## src/rtl/clk_switch_pkg.sv

```systemverilog
// Shared types for the clock-switch sequencer: FSM state encoding and the response record.
// Used by the controller, its interface, the SW-register wrapper and the bench.
package clk_switch_pkg;
  typedef enum logic [1:0] {IDLE, SWITCH, SETTLE, RESP} state_e;

  localparam int unsigned RSP_IDX_MAX_W = 8;

  typedef struct packed {
    logic [RSP_IDX_MAX_W-1:0] idx;
    logic                     err;
  } rsp_t;

  function automatic int unsigned width_min1(input int unsigned n);
    return (n > 1) ? $clog2(n) : 1;
  endfunction
endpackage

```

## src/rtl/clk_switch_ctrl_if.sv

```systemverilog
// Request/response bundle between clock-source requesters and the switch controller.
// Handshake: a request transfers in the cycle where req_valid[k] & req_ready[k]; once raised, req_valid[k]
// and req_sel[k] hold until that cycle. rsp_valid is a one-cycle pulse carrying rsp_idx/rsp_err.
interface clk_switch_ctrl_if
  import clk_switch_pkg::*;
#(
  parameter int unsigned NUM_REQ    = 2,
  parameter int unsigned NUM_INPUTS = 2
) ();
  localparam int unsigned SEL_W = width_min1(NUM_INPUTS);
  localparam int unsigned IDX_W = width_min1(NUM_REQ);

  logic [NUM_REQ-1:0]            req_valid;
  logic [NUM_REQ-1:0][SEL_W-1:0] req_sel;
  logic [NUM_REQ-1:0]            req_ready;
  logic                          rsp_valid;
  logic [IDX_W-1:0]              rsp_idx;
  logic                          rsp_err;
  rsp_t                          rsp;
  logic [SEL_W-1:0]              sel;
  logic                          busy;
  state_e                        state;

  modport master (
    output req_valid, req_sel,
    input  req_ready, rsp_valid, rsp_idx, rsp_err, rsp, sel, busy, state
  );

  modport slave (
    input  req_valid, req_sel,
    output req_ready, rsp_valid, rsp_idx, rsp_err, rsp, sel, busy, state
  );
endinterface

```

## src/rtl/clk_switch_ctrl_arb.sv

```systemverilog
// Round-robin arbiter: the first valid requester at or after the pointer wins; the pointer moves to winner+1.
// An offered grant that is not taken is locked so the winner cannot change underneath a pending handshake.
module rr_arb_tree #(
  parameter int unsigned NumIn    = 2,
  parameter int unsigned IdxWidth = 1,
  parameter bit          LockIn   = 1'b1,
  parameter bit          ExtPrio  = 1'b0
) (
  input  logic                clk,
  input  logic                rst,
  input  logic                en,
  input  logic                take,
  input  logic [NumIn-1:0]    req,
  output logic [NumIn-1:0]    gnt,
  output logic [IdxWidth-1:0] idx
);
  if (ExtPrio) begin : g_bad_prio
    $error("rr_arb_tree: external priority is not supported");
  end

  logic [IdxWidth-1:0] ptr_q;
  logic [IdxWidth-1:0] lock_idx_q;
  logic                lock_q;
  logic [IdxWidth-1:0] rr_idx;
  logic                any;

  always_comb begin
    any    = 1'b0;
    rr_idx = '0;
    for (int off = 0; off < int'(NumIn); off++) begin
      if (!any && req[(int'(ptr_q) + off) % int'(NumIn)]) begin
        any    = 1'b1;
        rr_idx = IdxWidth'((int'(ptr_q) + off) % int'(NumIn));
      end
    end
  end

  assign idx = lock_q ? lock_idx_q : rr_idx;
  assign gnt = (en && any) ? (NumIn'(1) << idx) : '0;

  always_ff @(posedge clk or posedge rst) begin
    if (rst) begin
      ptr_q      <= '0;
      lock_q     <= 1'b0;
      lock_idx_q <= '0;
    end else if (en && any) begin
      if (take) begin
        ptr_q  <= (32'(idx) == NumIn - 1) ? '0 : idx + 1'b1;
        lock_q <= 1'b0;
      end else if (LockIn) begin
        lock_q     <= 1'b1;
        lock_idx_q <= idx;
      end
    end
  end
endmodule

```

## src/rtl/clk_switch_ctrl.sv

```systemverilog
// Sequencer/arbiter for a glitch-free clock mux: grants one switch request at a time, drives the mux
// select, holds it for SETTLE_CYCLES, then pulses a response to the granted requester.
module clk_switch_ctrl
  import clk_switch_pkg::*;
#(
  parameter int unsigned NUM_REQ       = 2,
  parameter int unsigned NUM_INPUTS    = 2,
  parameter int unsigned SETTLE_CYCLES = 16,
  parameter int unsigned RESET_SEL     = 0
) (
  input  logic             clk,
  input  logic             rst,
  clk_switch_ctrl_if.slave bus
);
  localparam int unsigned SelWidth   = width_min1(NUM_INPUTS);
  localparam int unsigned IdxWidth   = width_min1(NUM_REQ);
  localparam int unsigned CntWidth   = $clog2(SETTLE_CYCLES + 1);
  // SWITCH is the first hold cycle, so SETTLE only has to cover the remaining SETTLE_CYCLES-1.
  localparam int unsigned SettleLoad = (SETTLE_CYCLES > 1) ? SETTLE_CYCLES - 2 : 0;

  if (SETTLE_CYCLES == 0) begin : g_bad_settle
    $error("clk_switch_ctrl: SETTLE_CYCLES must be >= 1");
  end
  if (NUM_INPUTS < 2) begin : g_bad_inputs
    $error("clk_switch_ctrl: NUM_INPUTS must be >= 2");
  end
  if (RESET_SEL >= NUM_INPUTS) begin : g_bad_reset_sel
    $error("clk_switch_ctrl: RESET_SEL must be < NUM_INPUTS");
  end
  if (NUM_REQ == 0 || IdxWidth > RSP_IDX_MAX_W) begin : g_bad_req
    $error("clk_switch_ctrl: NUM_REQ out of range");
  end

  state_e              state_q, state_d;
  logic [SelWidth-1:0] sel_q, sel_d;
  logic [CntWidth-1:0] cnt_q, cnt_d;
  rsp_t                rsp_q, rsp_d;

  logic [NUM_REQ-1:0]  gnt;
  logic [IdxWidth-1:0] gnt_idx;
  logic [SelWidth-1:0] gnt_sel;
  logic                arb_en;
  logic                grant;

  assign arb_en  = (state_q == IDLE) && !rst;
  assign grant   = |gnt;
  assign gnt_sel = bus.req_sel[gnt_idx];

  rr_arb_tree #(
    .NumIn    (NUM_REQ),
    .IdxWidth (IdxWidth),
    .LockIn   (1'b1),
    .ExtPrio  (1'b0)
  ) u_arb (
    .clk  (clk),
    .rst  (rst),
    .en   (arb_en),
    .take (arb_en),
    .req  (bus.req_valid),
    .gnt  (gnt),
    .idx  (gnt_idx)
  );

  always_comb begin
    state_d = state_q;
    sel_d   = sel_q;
    cnt_d   = cnt_q;
    rsp_d   = rsp_q;
    unique case (state_q)
      IDLE: begin
        if (grant) begin
          rsp_d.idx = RSP_IDX_MAX_W'(gnt_idx);
          rsp_d.err = 1'b0;
          if (32'(gnt_sel) >= NUM_INPUTS) begin
            rsp_d.err = 1'b1;
            state_d   = RESP;
          end else if (gnt_sel == sel_q) begin
            state_d = RESP;
          end else begin
            sel_d   = gnt_sel;
            state_d = SWITCH;
          end
        end
      end
      SWITCH: begin
        if (SETTLE_CYCLES == 1) begin
          state_d = RESP;
        end else begin
          cnt_d   = CntWidth'(SettleLoad);
          state_d = SETTLE;
        end
      end
      SETTLE: begin
        if (cnt_q == '0) state_d = RESP;
        else             cnt_d   = cnt_q - 1'b1;
      end
      RESP:    state_d = IDLE;
      default: state_d = IDLE;
    endcase
  end

  always_ff @(posedge clk or posedge rst) begin
    if (rst) begin
      state_q <= IDLE;
      sel_q   <= SelWidth'(RESET_SEL);
      cnt_q   <= '0;
      rsp_q   <= '0;
    end else begin
      state_q <= state_d;
      sel_q   <= sel_d;
      cnt_q   <= cnt_d;
      rsp_q   <= rsp_d;
    end
  end

  assign bus.req_ready = gnt;
  assign bus.rsp_valid = (state_q == RESP);
  assign bus.rsp       = rsp_q;
  assign bus.rsp_idx   = rsp_q.idx[IdxWidth-1:0];
  assign bus.rsp_err   = rsp_q.err;
  assign bus.sel       = sel_q;
  assign bus.busy      = (state_q != IDLE);
  assign bus.state     = state_q;

  a_ready_onehot: assert property (@(posedge clk) disable iff (rst) $onehot0(bus.req_ready));
  a_sel_stable:   assert property (@(posedge clk) disable iff (rst)
                    !(state_q == IDLE && state_d == SWITCH) |=> $stable(sel_q));
  a_sel_range:    assert property (@(posedge clk) disable iff (rst) 32'(sel_q) < NUM_INPUTS);
  a_rsp_pulse:    assert property (@(posedge clk) disable iff (rst) bus.rsp_valid |=> !bus.rsp_valid);

  for (genvar k = 0; k < int'(NUM_REQ); k++) begin : g_req_sva
    a_req_hold: assert property (@(posedge clk) disable iff (rst)
                  bus.req_valid[k] && !bus.req_ready[k] |=> bus.req_valid[k] && $stable(bus.req_sel[k]));
  end
endmodule

```

## src/flat_wrapper.sv

```systemverilog
// flat-port wrapper written by rule: the top's interface ports become plain ports
module clk_switch_ctrl_flat import clk_switch_pkg::*;
#(
  parameter int unsigned NUM_REQ       = 2,
  parameter int unsigned NUM_INPUTS    = 2,
  parameter int unsigned SETTLE_CYCLES = 16,
  parameter int unsigned RESET_SEL     = 0
)
  (clk, rst, bus_req_valid, bus_req_sel, bus_req_ready, bus_rsp_valid, bus_rsp_idx, bus_rsp_err, bus_rsp, bus_sel, bus_busy, bus_state);
  clk_switch_ctrl_if #(.NUM_REQ(NUM_REQ), .NUM_INPUTS(NUM_INPUTS)) bus_i ();
  input  logic clk;
  input  logic rst;
  input wire logic [$bits(bus_i.req_valid)-1:0] bus_req_valid;
  input wire logic [$bits(bus_i.req_sel)-1:0] bus_req_sel;
  output wire logic [$bits(bus_i.req_ready)-1:0] bus_req_ready;
  output wire logic [$bits(bus_i.rsp_valid)-1:0] bus_rsp_valid;
  output wire logic [$bits(bus_i.rsp_idx)-1:0] bus_rsp_idx;
  output wire logic [$bits(bus_i.rsp_err)-1:0] bus_rsp_err;
  output wire logic [$bits(bus_i.rsp)-1:0] bus_rsp;
  output wire logic [$bits(bus_i.sel)-1:0] bus_sel;
  output wire logic [$bits(bus_i.busy)-1:0] bus_busy;
  output wire logic [$bits(bus_i.state)-1:0] bus_state;
  assign bus_i.req_valid = bus_req_valid;
  assign bus_i.req_sel = bus_req_sel;
  assign bus_req_ready = bus_i.req_ready;
  assign bus_rsp_valid = bus_i.rsp_valid;
  assign bus_rsp_idx = bus_i.rsp_idx;
  assign bus_rsp_err = bus_i.rsp_err;
  assign bus_rsp = bus_i.rsp;
  assign bus_sel = bus_i.sel;
  assign bus_busy = bus_i.busy;
  assign bus_state = bus_i.state;
  clk_switch_ctrl #(.NUM_REQ(NUM_REQ), .NUM_INPUTS(NUM_INPUTS), .SETTLE_CYCLES(SETTLE_CYCLES), .RESET_SEL(RESET_SEL)) u_core (.clk(clk), .rst(rst), .bus(bus_i));
endmodule
```

## config.mk

```make
export PLATFORM = sky130hd
export DESIGN_NAME = clk_switch_ctrl_flat
export DESIGN_NICKNAME = d
export VERILOG_FILES = /design/src/rtl/clk_switch_pkg.sv /design/src/rtl/clk_switch_ctrl_if.sv /design/src/rtl/clk_switch_ctrl_arb.sv /design/src/rtl/clk_switch_ctrl.sv /design/src/flat_wrapper.sv
export SDC_FILE = /design/constraint.sdc
export NUM_CORES = 1
export LEC_CHECK = 0
export ABC_AREA = 1
export BUFFER_PORTS_ARGS = -buffer_cell sky130_fd_sc_hd__buf_2
export CORE_MARGIN = 2
export CORE_UTILIZATION = 45
export DETAILED_ROUTE_END_ITERATION = 8
export PLACE_DENSITY = 0.8
export SLEW_MARGIN = 20
export SYNTH_ARGS = -nofsm -noshare
export SYNTH_HDL_FRONTEND = slang
export SYNTH_HIERARCHICAL = 1
export SYNTH_SLANG_ARGS = --single-unit
```

## constraint.sdc

```tcl
create_clock -name clk -period 1.7 [get_ports clk]
set_input_delay 0.085 -clock clk [delete_from_list [all_inputs] [get_ports clk]]
set_output_delay 0.085 -clock clk [all_outputs]
set_load 0.005 [all_outputs]
```

==> impl_metrics.yaml <==
critical_path:
  crit_path_max_incr_delay_ps: 380
  reg2reg_depth: 9
  critPathKind: "flip-flop to output port"
  critPathRequiredTime_ps: 1620
  timing.reg2reg.setup_slack_ps: 140
  cp_max_fo: 6
  cp_common_cell: "inv_1"
  cp.arrival_ps: 1510
  crit_chain: "inv_1 -> ha_1 -> inv_1 -> nor2_4 -> nand2_4 -> nor2_2 -> buf_2"
  r2r_start: "u_core/bus.state[1]"
  worst_setup_path_start_kind: "flip-flop"
  end_kind: "output port"
  crit_slowest_cell: "dfrtp_1"
  reg2reg_to: "u_core/bus.sel"
worst_hold_path:
  min_from: "bus_req_sel[0]"
  hp-class: "input port to flip-flop"
  hold_depth: 5
  hold_end: "u_core/bus.sel"
sta:
  hold_viol_final: 0
  setup_viol: 0
  hold_slack_ps: 189.1
  setup_ws_ps: 103.3
  finalClockSkew_ps: 11.58
  max_freq_ghz: 0.6263
  finalCritPeriodShare: 0.9392
  fin_crit_ps: 1597
  drv_slew: 0
global_routing:
  grt_use_total: 0.1786
  grt_pass1_wl_um: 2794
  grt_pass1_vias: 694
  grt_max_degree: 10
  gr-total-overflow: 0
  antenna_found_initial: 0
power:
  intPower_uw: 979.2
  p_sw_frac: 0.4471
  clock_power_share: 0.129
  power_frac_seq: 0.287
  pwr_density_cell_nw_per_um2: 1750
  combPwrFrac: 0.584
  power_switching_uw: 791.9
  vdd_ir_drop_max_mv: 0.8718
  p_leak_uw: 0.0005717
routing:
  routed_wl_um: 1673
  drcViolationCount: 0
  antenna_left: 0
  viasPerCell: 4.692
  vias: 746
  drtIter0Drc: 21
  dr.pass1.iters: 4
  wl_per_cell_um: 10.52
yosys:
  yosys.area.top_type_share: 0.3571
  synthTopCellsByArea: "dfrtp_1 (36%), nand2_1 (11%), buf_4 (8.9%)"
  yosys_warnings: 6
  synth.avg_cell_area_um2: 7.507
  synth.yosys.seq_area_share: 0.3571
  synth_area_leader_cell: "dfrtp_1"
  synth.ff_latch_count: 12
  mappedNetlistArea_um2: 840.8
  yosysUniqueCellTypes: 20
  netlist_instances: 112
finish:
  final_area_um2: 1012
  multiInputGateArea_um2: 455.4
  nets: 146
  utilization: 0.5799
  antennaDiodeCount: 0
  syn2layout_area_growth_pct: 20.39
  regArea_um2: 300.3
  nFillCells: 154
  drive_above_1_share: 0.2985
  instances_no_fill: 159
floorplanning:
  core_area_um2: 1745
  die_area_um2: 2230
  rows: 15
  io_pins: 24
  chipHeight_um: 47.23
  die_x_um: 47.23
  start_util: 0.4817
cts:
  cts_tree: "done"
  clock-sinks: 12
  clockBufferDepth: 2
  clk_pin_slew_ps: 80
  cts_buffers: 3
  ctsRootBufferMaster: "clkbuf_4"
  clk_latency_ps: 280
  h-tree-depth: 1
  cts_setup_buffers: 0
placement:
  place.detailed.hpwl_um: 1314
  postPlaceCellArea_um2: 948.4
  place_ws_ps: 20.24
  portBuffers: 14
  numPlacedInstances: 154
  gp_congestion: 0.7645
status:
  status: "finished clean"
flow_run:
  maxCapViolations: 0
[sequential cells by signal (all words and copies together) (netlist names)]
name,count
u_core/bus.rsp,1
u_core/cnt_q,5
u_core/bus.sel,1
u_core/u_arb/lock_q,1
u_core/u_arb/lock_idx_q,1
u_core/bus.state,2
u_core/u_arb/ptr_q,1
[stage by stage]
step	TNS (ps)	power, uW
floorplan	0	1225
detailed placement	0	1516
CTS	0	1753
global placement	0	1479
finish	0	1771
global route	-2.922	1949
[timing repair]
action / in CTS / in global routing
hold endpoints to repair: 12 / 0
gates resized for setup: 0 / 4
setup endpoints to repair: 0 / 5
hold buffers: 1 / 0
[critical path: cells and delay by family (launching register included)]
kind          cells  cell delay (ps)
flops             1              380
fa+ha+maj         1              160
buf+inv           3              290
simple gates      3              390
[final cells by class]
type	count	area share
inverters	19	0.07046
repair buffers	20	0.1162
clock buffers	4	0.03585
flip-flops and latches	12	0.2967
well taps	25	0.03090
multi-input cells	79	0.4499
[cell usage after synthesis]
library cell and number:
a21oi_1 4, nand3_1 9, nand2_1 25, inv_1 18, nand2_4 3, nor2_2 3
dfrtp_1 12, o21ai_1 4, nand4_1 1, nor2_1 5, o21ai_0 3, a21o_2 1
nand3_2 1, ha_1 5, nand2_2 4, nor3_1 1, buf_4 10, o211ai_1 1
conb_1 1, inv_2 1
[power groups by stage]
stage | clock network, uW | logic [uW] | registers [uW]
after global routing | 250 | 1180 | 519
after floorplan | 0 | 711 | 513
final | 229 | 1030 | 508
after detailed placement | 0 | 1010 | 510
after CTS | 231 | 1010 | 507
after global placement | 0 | 977 | 502
[cells by family (layout without fill, tap and decap cells)]
| kind of cell | after synthesis | in the layout | share of synthesized area |
|---|---|---|---|
| flops | 12 | 12 | 0.3571 |
| other cells | 1 | 9 | 0.004460 |
| compound gates | 13 | 13 | 0.08482 |
| simple gates | 52 | 52 | 0.3051 |
| buf+inv | 29 | 43 | 0.1741 |
| fa+ha+maj | 5 | 5 | 0.07440 |
[per-layer routing]
metal  global-route usage  part of all wire  up-vias
met4              0.08333             0.016        0
met5                    0                 0        -
met2               0.2946              0.50       20
li1                     -                 -      374
met3              0.03462             0.033        4
met1               0.2233              0.45      348
[placed cells by master (no fill, tap or decap)]
| cell type | netlist | final |
|---|---|---|
| nor2_1 | 5 | 3 |
| buf_2 | 0 | 14 |
| nand2_4 | 3 | 4 |
| nand2_1 | 25 | 25 |
| conb_1 | 1 | 9 |
| a21o_2 | 1 | 1 |
| o21ai_1 | 4 | 5 |
| buf_4 | 10 | 5 |
| inv_2 | 1 | 1 |
| nor2_2 | 3 | 4 |
| o211ai_1 | 1 | 1 |
| dfrtp_1 | 12 | 12 |
| o21ai_0 | 3 | 2 |
| dlygate4sd3_1 | 0 | 1 |
| nor2_4 | 0 | 1 |
| nand2_2 | 4 | 3 |
| clkbuf_4 | 0 | 3 |
| nand4_1 | 1 | 1 |
| inv_1 | 18 | 18 |
| a21oi_1 | 4 | 3 |
| clkbuf_8 | 0 | 1 |
| ha_1 | 5 | 5 |
| nand3_2 | 1 | 1 |
| nand3_1 | 9 | 9 |
| nor3_2 | 0 | 1 |
| a21oi_4 | 0 | 1 |
[how the worst max path moves through the flow]
stage / slack (ps) / cells past startpoint / to / from
2_1_floorplan: 10 / 9 / u_core/bus.sel / u_core/bus.state[0]
3_3_place_gp: 140 / 9 / u_core/bus.sel / u_core/bus.state[1]
3_5_place_dp: 20 / 9 / u_core/bus.sel / u_core/bus.state[0]
4_1_cts: 20 / 9 / u_core/bus.sel / u_core/bus.state[0]
5_1_grt: -3 / 7 / bus_req_ready[0] / u_core/bus.state[0]
6_report: 100 / 7 / bus_req_ready[0] / u_core/bus.state[1]
Note: power is estimated with default switching activity, not from simulation.
